<file path="config.mk">
export PLATFORM = sky130hd
export DESIGN_NAME = io_bridge
export DESIGN_NICKNAME = d
export VERILOG_FILES = /design/src/rtl/io_bridge_pkg.sv /design/src/rtl/io_bridge_fifo.sv /design/src/rtl/io_bridge.sv
export SDC_FILE = /design/constraint.sdc
export NUM_CORES = 1
export LEC_CHECK = 0
export ABC_AREA = 1
export ABC_CLOCK_PERIOD_IN_PS = 6650
export CORE_MARGIN = 5
export CORE_UTILIZATION = 50
export DETAILED_ROUTE_END_ITERATION = 10
export PLACE_DENSITY_LB_ADDON = 0.15
export SKIP_LAST_GASP = 1
export SLEW_MARGIN = 0
export SYNTH_ARGS = -nofsm -noshare
export SYNTH_HDL_FRONTEND = slang
export SYNTH_SLANG_ARGS = --single-unit
</file>
<file path="constraint.sdc">
create_clock -name clk_in -period 6.65 [get_ports clk_in]
set_input_delay 0.665 -clock clk_in [delete_from_list [all_inputs] [get_ports clk_in]]
set_output_delay 0.665 -clock clk_in [all_outputs]
set_load 0.03 [all_outputs]
</file>
<file path="src/rtl/io_bridge_pkg.sv">
// io_bridge shared definitions: I/O map, region mask, read-select enum.
// Imported by the bridge top and its TX FIFO.
package io_bridge_pkg;

  localparam logic [17:0] IO_UART_ADDR = 18'h30000;
  localparam logic [17:0] IO_CTRL_ADDR = 18'h30004;
  localparam logic [1:0]  IO_REGION    = 2'b11;

  typedef enum logic {
    SEL_RAM,
    SEL_IO
  } io_sel_e;

  function automatic logic [7:0] byte_of(
    input logic [31:0] w,
    input logic [1:0]  k
  );
    logic [31:0] s;
    s = w >> {k, 3'b000};
    return s[7:0];
  endfunction

endpackage

</file>
<file path="src/rtl/io_bridge_fifo.sv">
// Synchronous byte FIFO for UART transmit data.
// Pointers carry one extra wrap bit so full/empty come from the difference.
module byte_fifo
  import io_bridge_pkg::*;
#(
  parameter int DEPTH = 16
) (
  input  logic                     clk_in,
  input  logic                     rst_in,
  input  logic                     push,
  input  logic [7:0]               din,
  input  logic                     pop,
  output logic [7:0]               dout,
  output logic                     empty,
  output logic                     full,
  output logic [$clog2(DEPTH):0]   count
);

  localparam int AW = $clog2(DEPTH);

  logic [AW:0] wptr_q, wptr_d;
  logic [AW:0] rptr_q, rptr_d;
  logic [7:0]  mem_q [DEPTH];
  logic        do_push;
  logic        do_pop;

  always_comb begin
    count   = wptr_q - rptr_q;
    empty   = (count == '0);
    full    = (count == (AW+1)'(DEPTH));
    do_pop  = pop & ~empty;
    // a pop in the same cycle frees the slot for a push into a full FIFO
    do_push = push & (~full | do_pop);
    wptr_d  = wptr_q + (AW+1)'(do_push);
    rptr_d  = rptr_q + (AW+1)'(do_pop);
    dout    = mem_q[rptr_q[AW-1:0]];
  end

  always_ff @(posedge clk_in) begin
    if (!rst_in) begin
      wptr_q <= '0;
      rptr_q <= '0;
    end else begin
      wptr_q <= wptr_d;
      rptr_q <= rptr_d;
    end
  end

  always_ff @(posedge clk_in) begin
    if (do_push) begin
      mem_q[wptr_q[AW-1:0]] <= din;
    end
  end

endmodule

</file>
<file path="src/rtl/io_bridge.sv">
// CPU memory-bus bridge: RAM pass-through, UART TX FIFO / RX read,
// cycle counter with coherent shadow, stop flag and back-pressure.
module io_bridge
  import io_bridge_pkg::*;
#(
  parameter int FIFO_DEPTH  = 16,
  parameter int FULL_MARGIN = 2
) (
  input  logic        clk_in,
  input  logic        rst_in,
  input  logic [31:0] cpu_a,
  input  logic [7:0]  cpu_dout,
  input  logic        cpu_wr,
  output logic [7:0]  cpu_din,
  output logic        io_buffer_full,
  output logic [16:0] ram_a,
  output logic [7:0]  ram_dout,
  output logic        ram_wr,
  input  logic [7:0]  ram_din,
  output logic [7:0]  tx_data,
  output logic        tx_valid,
  input  logic        tx_ready,
  input  logic [7:0]  rx_data,
  input  logic        rx_valid,
  output logic        rx_pop,
  output logic        program_done,
  output logic        tx_overflow
);

  localparam int CW = $clog2(FIFO_DEPTH) + 1;

  logic [17:0]   a;
  logic          unused_hi;
  logic          is_io, rd_io, wr_io;
  logic          is_uart, is_ctrl, is_cnt;
  logic          fifo_push, fifo_pop, push_ok;
  logic [7:0]    fifo_din;
  logic          fifo_empty, fifo_full;
  logic [CW-1:0] fifo_count, count_next;

  io_sel_e       rsel_q, rsel_d;
  logic [7:0]    io_rdata_q, io_rdata_d;
  logic [31:0]   cnt_q, cnt_d;
  logic [31:0]   shadow_q, shadow_d;
  logic          done_q, done_d;
  logic          ovf_q, ovf_d;
  logic          bfull_q, bfull_d;

  assign a         = cpu_a[17:0];
  assign unused_hi = ^cpu_a[31:18];

  always_comb begin
    is_io    = (a[17:16] == IO_REGION);
    rd_io    = is_io & ~cpu_wr;
    wr_io    = is_io & cpu_wr;
    is_uart  = (a == IO_UART_ADDR);
    is_ctrl  = (a == IO_CTRL_ADDR);
    is_cnt   = (a[17:2] == IO_CTRL_ADDR[17:2]);
    ram_a    = cpu_a[16:0];
    ram_dout = cpu_dout;
    ram_wr   = cpu_wr & ~is_io;
    rx_pop   = rd_io & is_uart & rx_valid;

    fifo_push = 1'b0;
    fifo_din  = cpu_dout;
    if (wr_io && is_uart && cpu_dout != 8'h00) begin
      fifo_push = 1'b1;
    end
    // the stop marker is a literal zero and must not be filtered
    if (wr_io && is_ctrl) begin
      fifo_push = 1'b1;
      fifo_din  = 8'h00;
    end

    io_rdata_d = 8'h00;
    shadow_d   = shadow_q;
    if (rd_io) begin
      unique case (1'b1)
        is_uart: io_rdata_d = rx_valid ? rx_data : 8'h00;
        is_cnt: begin
          if (a[1:0] == 2'd0) begin
            io_rdata_d = cnt_q[7:0];
            shadow_d   = cnt_q;
          end else begin
            io_rdata_d = byte_of(shadow_q, a[1:0]);
          end
        end
        default: io_rdata_d = 8'h00;
      endcase
    end

    rsel_d = rd_io ? SEL_IO : SEL_RAM;
    cnt_d  = cnt_q + 32'd1;
    done_d = done_q | (wr_io & is_ctrl);

    tx_valid   = ~fifo_empty;
    fifo_pop   = tx_valid & tx_ready;
    push_ok    = fifo_push & (~fifo_full | fifo_pop);
    ovf_d      = ovf_q | (fifo_push & fifo_full & ~fifo_pop);
    count_next = fifo_count + CW'(push_ok) - CW'(fifo_pop);
    bfull_d    = (count_next >= CW'(FIFO_DEPTH - FULL_MARGIN));

    cpu_din        = (rsel_q == SEL_IO) ? io_rdata_q : ram_din;
    io_buffer_full = bfull_q;
    program_done   = done_q;
    tx_overflow    = ovf_q;
  end

  always_ff @(posedge clk_in) begin
    if (!rst_in) begin
      rsel_q     <= SEL_RAM;
      io_rdata_q <= 8'h00;
      cnt_q      <= 32'd0;
      shadow_q   <= 32'd0;
      done_q     <= 1'b0;
      ovf_q      <= 1'b0;
      bfull_q    <= 1'b0;
    end else begin
      rsel_q     <= rsel_d;
      io_rdata_q <= io_rdata_d;
      cnt_q      <= cnt_d;
      shadow_q   <= shadow_d;
      done_q     <= done_d;
      ovf_q      <= ovf_d;
      bfull_q    <= bfull_d;
    end
  end

  byte_fifo #(
    .DEPTH(FIFO_DEPTH)
  ) u_fifo (
    .clk_in(clk_in),
    .rst_in(rst_in),
    .push  (fifo_push),
    .din   (fifo_din),
    .pop   (fifo_pop),
    .dout  (tx_data),
    .empty (fifo_empty),
    .full  (fifo_full),
    .count (fifo_count)
  );

endmodule

</file>
## Word-level counts from Yosys, hierarchy flattened

Memory sizes are Yosys's and may differ from the RTL's. A register that Yosys moved wholly into a read port is not among the register bits.
Cells that the tools add are included.

| word-level totals | value |
|---|---|
| memories kept | 1 |
| bits in writable memories | 128 |
| register bits after elaboration | 86 |
| output and inout port bits | 47 |

| cells by class | value |
|---|---|
| mux-type cells | 11 |
| add/sub/neg operators | 6 |
| magnitude comparators | 1 |
| shift-type cells | 1 |
| reduce and logical (&&, ||, !) cells | 8 |
| bitwise operators | 21 |
| equal/unequal tests | 5 |

Memories:

| memory | depth | bits a word | rd ports | clocked after Yosys merged registers in | write ports | line | text |
|---|---|---|---|---|---|---|---|
| u_fifo.mem_q | 16 | 8 | 1 | 1 | 1 | io_bridge_fifo.sv:23 | `logic [7:0] mem_q [DEPTH];` |

Operators by type and width:

| operator | number |
|---|---|
| 18-bit == test, second input constant | 2 |
| 32-bit by 1-bit adder with 32-bit output, second input constant | 1 |
| 8-bit two-way mux | 4 |
| 32-bit by 5-bit >> shifter with 8-bit output | 1 |
| 16-bit == test, second input constant | 1 |
| 8-bit one-hot mux with 2 select lines | 1 |
| 5-bit by 1-bit adder with 5-bit output | 3 |
| 1-bit bitwise AND | 12 |
| 8-bit nonzero test | 1 |
| 5-bit == test, second input constant | 1 |
| 5-bit by 4-bit >= comparator with 1-bit output, second input constant | 1 |
| 5-bit zero test | 1 |
| 1-bit two-way mux | 5 |
| 1-bit NOT | 5 |
| 5-bit by 1-bit subtractor with 5-bit output | 1 |
| 5-bit subtractor | 1 |
| 4-bit two-way mux | 1 |
| 1-bit OR | 4 |
| 1-bit logical AND | 3 |
| 3-bit AND reduction | 1 |
| 2-bit == test, second input constant | 1 |
| 2-bit zero test | 1 |
| 2-bit AND reduction | 1 |

## Depth between registers and ports, before layout

| logic depth | value |
|---|---|
| word-level depth | 10 |
| depth in mapped cells | 27 |
| depth with buffers taken out | 26 |

## Modules after synthesis

A second synthesis with hierarchy kept.

| second synthesis, totals | value |
|---|---|
| cell total of the unflattened synthesis | 1228 |
| area, all modules | 10324.9 um^2 |

Modules (own cells, without submodules):

| module | area each (um^2) | instances | cells an instance |
|---|---|---|---|
| byte_fifo | 5814.3 | 1 | 501 |
| io_bridge | 4510.6 | 1 | 727 |

## Least setup slack after synthesis

OpenSTA, ideal clock, no wires.

| path | value |
|---|---|
| path kind | register -> register |
| start | register u_fifo.rptr_q[2] |
| end | register bfull_q (netlist: io_buffer_full) |
| period minus slack after synthesis | 3798 ps |
| setup slack | 2852 ps |
| setup time | 56 ps |
| data arrival time | 3742 ps |
| stages on the path, launching flop included | 25 |
| path through | dfxtp_1 -> clkbuf_1 -> inv_1 -> clkbuf_1 -> ha_1 -> a21oi_1 -> nand3_1 -> nand2_1 -> ha_1 -> nand3_1 -> inv_1 -> nand2_1 -> nand2_1 -> inv_1 -> ha_1 -> inv_1 -> ha_1 -> fa_1 -> nand2_1 -> or2_2 -> a21oi_1 -> o21ai_0 -> nand3_1 -> nand2_1 -> inv_1 |

| between the ends | value |
|---|---|
| word-level cells in the longest chain between the ends | 9 |
| elaborated cells between the ends (all ways) | 11 |

RTL lines:

| what | line | text |
|---|---|---|
| start, declared | io_bridge_fifo.sv:22 | `logic [AW:0] rptr_q, rptr_d;` |
| start signal, assigned | io_bridge_fifo.sv:45 | `rptr_q <= rptr_d;` |
| 5-bit subtractor (*) | io_bridge_fifo.sv:28 | `count = wptr_q - rptr_q;` |
| 5-bit zero test (*) | io_bridge_fifo.sv:29 | `empty = (count == '0);` |
| 1-bit NOT (*) | io_bridge.sv:96 | `tx_valid = ~fifo_empty;` |
| net tx_valid | io_bridge.sv:21 | `output logic tx_valid,` |
| 1-bit bitwise AND (*) | io_bridge.sv:97 | `fifo_pop = tx_valid & tx_ready;` |
| 1-bit OR | io_bridge.sv:98 | `push_ok = fifo_push & (~fifo_full \| fifo_pop);` |
| 1-bit bitwise AND | io_bridge.sv:98 |  |
| 5-bit by 1-bit adder with 5-bit output | io_bridge.sv:100 | `count_next = fifo_count + CW'(push_ok) - CW'(fifo_pop);` |
| 5-bit by 1-bit subtractor with 5-bit output (*) | io_bridge.sv:100 |  |
| 5-bit by 4-bit >= comparator with 1-bit output (*) | io_bridge.sv:101 | `bfull_d = (count_next >= CW'(FIFO_DEPTH - FULL_MARGIN));` |
| end signal, assigned | io_bridge.sv:125 | `bfull_q <= bfull_d;` |
| end, declared | io_bridge.sv:47 | `logic bfull_q, bfull_d;` |

Mark *: on every way through the listed nets, which the timed path passes. The rest lies on a longest branch.
A chain may end at the register's enable or synchronous reset.

==> summary.txt <==
Worst hold path
  – Hold Path Stages: 2
  – Hold WC Path Type: flip-flop to flip-flop

Clocking
  – CTS Root Cell: clkbuf_16
  – Worst-path clk slew: 60 ps
  – Post-cts sizing count: 0
  – Hold-fix buffers, CTS: 0
  – Worst-Skew Late Latency: 520 ps
  – H-tree depth: 1
  – TritonCTS Sinks: 213
  – Post-CTS Setup Repair Bufs: 0
  – CTS tree: done
  – Number of CTS-inserted buffers: 23
  – Clock buffer depth: 3

GRT
  – GRT busiest layer: met2
  – GRT overflow: 0
  – Largest net degree at the start of global routing: 67
  – First-pass GRT wire length: 39320 um
  – Initial antenna violation count: 0
  – GRT met1 Usage: 25.78%
  – Gr usage total: 20.53%
  – Met3 Use GR: 2.686%
  – Vias in the first global route: 7477
  – Met2 Resource Use GR: 36.66%

Worst setup path
  – Crit end category: primary output
  – Worst EP required: 5980 ps
  – Crit path max fanout: 66
  – Reg2Reg Setup Slack: 2710 ps
  – FF-to-FF path depth: 23
  – Critical path type: flip-flop to primary output
  – Worst setup SP type: flip-flop
  – Crit path DAT: 3600 ps

STA
  – Fmax: 234.6 MHz
  – Relative slew slack: 27.88%
  – Post-Route Skew: 20.79 ps
  – RSZ-0062 raised after global routing: no
  – Slew @ Worst Pin: 1082 ps
  – Final-report max-slew violation count: 0
  – Hold Vio Cnt, Final: 0
  – TNS Setup: 0 ps
  – Final setup violation count: 0
  – Fin crit period: 4263 ps
  – Final cycle utilization of the critical path: 64.10%

Logic synthesis
  – Cells after Synth: 1149
  – Register area share after synthesis: 54.21%
  – Synthesized flop and latch total: 213
  – Netlist cell types: 40
  – Net count after synthesis: 1227
  – Syn_area_per_cell: 8.903 um2
  – Area leader, netlist: edfxtp_1
  – YS warnings: 0
  – Area contributors post-synth: edfxtp_1 38%, dfxtp_1 17%, nor2_1 7.4%, nand2_1 7.0%, inv_1 4.3%
  – Synth Cell Area: 10230 um2
  – Post-synth top area share: 37.57%

Floorplanning
  – CORE AREA: 20170 um2
  – Die width: 153.0 um
  – # rows: 52
  – Chip height: 153.0 um
  – Initial Util: 50.72%
  – Die area: 23420 um2
  – I/O pins: 108

Routing
  – Per-cell routed wire length: 16.45 um
  – DRC errors left: 0
  – Via-per-instance ratio: 5.237
  – Post-Route WL: 24480 um
  – DR pass1 iterations: 5
  – Initial DRC Count: 476
  – Vias post-DR: 7793
  – Detail Route Antenna Nets: 0

Final layout
  – Nets: 1281
  – N_diodes: 0
  – Syn-to-layout area delta: 15.86%
  – Layout Utilization: 58.77%
  – Commonest non-fill, non-tap cells in the layout: 203 x nor2_1, 191 x nand2_1, 128 x edfxtp_1
  – Share of layout cells above drive strength 1: 7.964%
  – Layout Cells excl Fill: 1488
  – Commonest non-fill, non-tap cell in the layout: nor2_1
  – Post-route cell area: 11850 um2

Flow run
  – Max Cap Violations: 0

Place
  – Port bufs: 93
  – Placed insts: 1448
  – Hpwl dp: 16360 um
  – Final Wtd Congestion: 0.8959
  – Placed Area: 11130 um2

Status
  – Status: completed

Power and ir drop
  – Total Power: 3.582 mW
  – Static leakage power: 4.480 nW
  – Peak supply drop: 245.8 uV
  – Power Density: 302.2 nW/um2
[power breakdown]
group	switching, mW	leakage, nW	internal [mW]
Sequential	0.00542	1.84	1.41
Clock	0.506	0.351	0.727
Combinational	0.616	2.29	0.321
[area by class of cell]
| cell class | instances | area [um2] |
|---|---|---|
| Clock buffer | 31 | 615.6 |
| Clock inverter | 9 | 105.1 |
| Fill cell | 1810 | 8317 |
| Inverter | 125 | 474.2 |
| Multi-Input combinational cell | 741 | 3802 |
| Sequential cell | 213 | 5547 |
| Tap cell | 270 | 337.8 |
| Timing Repair Buffer | 99 | 970.9 |
[cells by family after synthesis]
| group | count (synthesis) | synth area share (%) |
|---|---|---|
| XOR/XNOR | 5 | 0.4282 |
| adder cells (fa/ha/maj) | 17 | 2.226 |
| AND/OR/NAND/NOR | 521 | 22.69 |
| flip-flops | 213 | 54.21 |
| multiplexers | 8 | 0.8807 |
| buffers and inverters | 195 | 8.623 |
| AO/OA/AOI/OAI | 190 | 10.95 |
[critical path, cell delays in order, from the launching register on]
cell and delay [ps]:
dfxtp_2 320, buf_4 310, inv_2 860, o21ai_0 220
o221ai_1 320, nand3_1 190, nand2_1 110, clkdlybuf4s50_1 670
[per-layer routing]
metal | up-vias | part of all wire, % | wire (um)
li1 | 3944 | - | -
met1 | 3662 | 42 | 10320
met2 | 133 | 51 | 12590
met3 | 54 | 2.9 | 719
met4 | 0 | 3.5 | 846
met5 | - | 0 | 0
[path summary, 6_finish.rpt]
| check | from | endpoint |
|---|---|---|
| worst max-delay path | u_fifo.rptr_q[0] | tx_data[2] |
| worst min register to register | tx_overflow | tx_overflow |
| worst min-delay path | tx_overflow | tx_overflow |
| worst max register to register | u_fifo.rptr_q[3] | io_buffer_full |
[through the flow]
stage,setup WS [ps],hold WS [ps]
2_1_floorplan,2852,449.9
3_3_place_gp,2752,436.8
3_5_place_dp,2701,440.0
4_1_cts,2369,448.8
5_1_grt,2235,482.4
6_report,2387,450.7
[state kept, by name, indices dropped and copies added, names as in the netlist]
signal	flops
u_fifo.wptr_q	5
tx_overflow	1
shadow_q	31
cnt_q	32
u_fifo.rptr_q	5
io_buffer_full	1
io_rdata_q	8
rsel_q	1
program_done	1
u_fifo.mem_q	128
[cells in the mapped netlist]
cell,number
nand4_4,2
inv_1,116
nand2_4,1
o21ai_2,1
o21a_1,1
inv_2,8
nand3_4,1
o21ai_0,81
buf_6,4
nor3_1,9
nor2_2,13
nand3_1,54
nand3_2,5
nor4_1,1
o221ai_1,26
mux2_2,8
xor2_1,3
a21oi_1,44
ha_1,15
nor2_1,203
nor2_4,8
xnor2_1,2
or2_1,1
nand2_2,7
nand4_1,14
edfxtp_1,128
o21ai_1,8
or2_2,1
inv_6,1
or2_0,1
nand3b_1,5
nand2_1,191
o22ai_1,6
clkbuf_1,24
buf_2,17
nor3_2,4
buf_4,25
fa_1,2
dfxtp_1,85
o211ai_1,23
(Power assumes the default switching activity.)
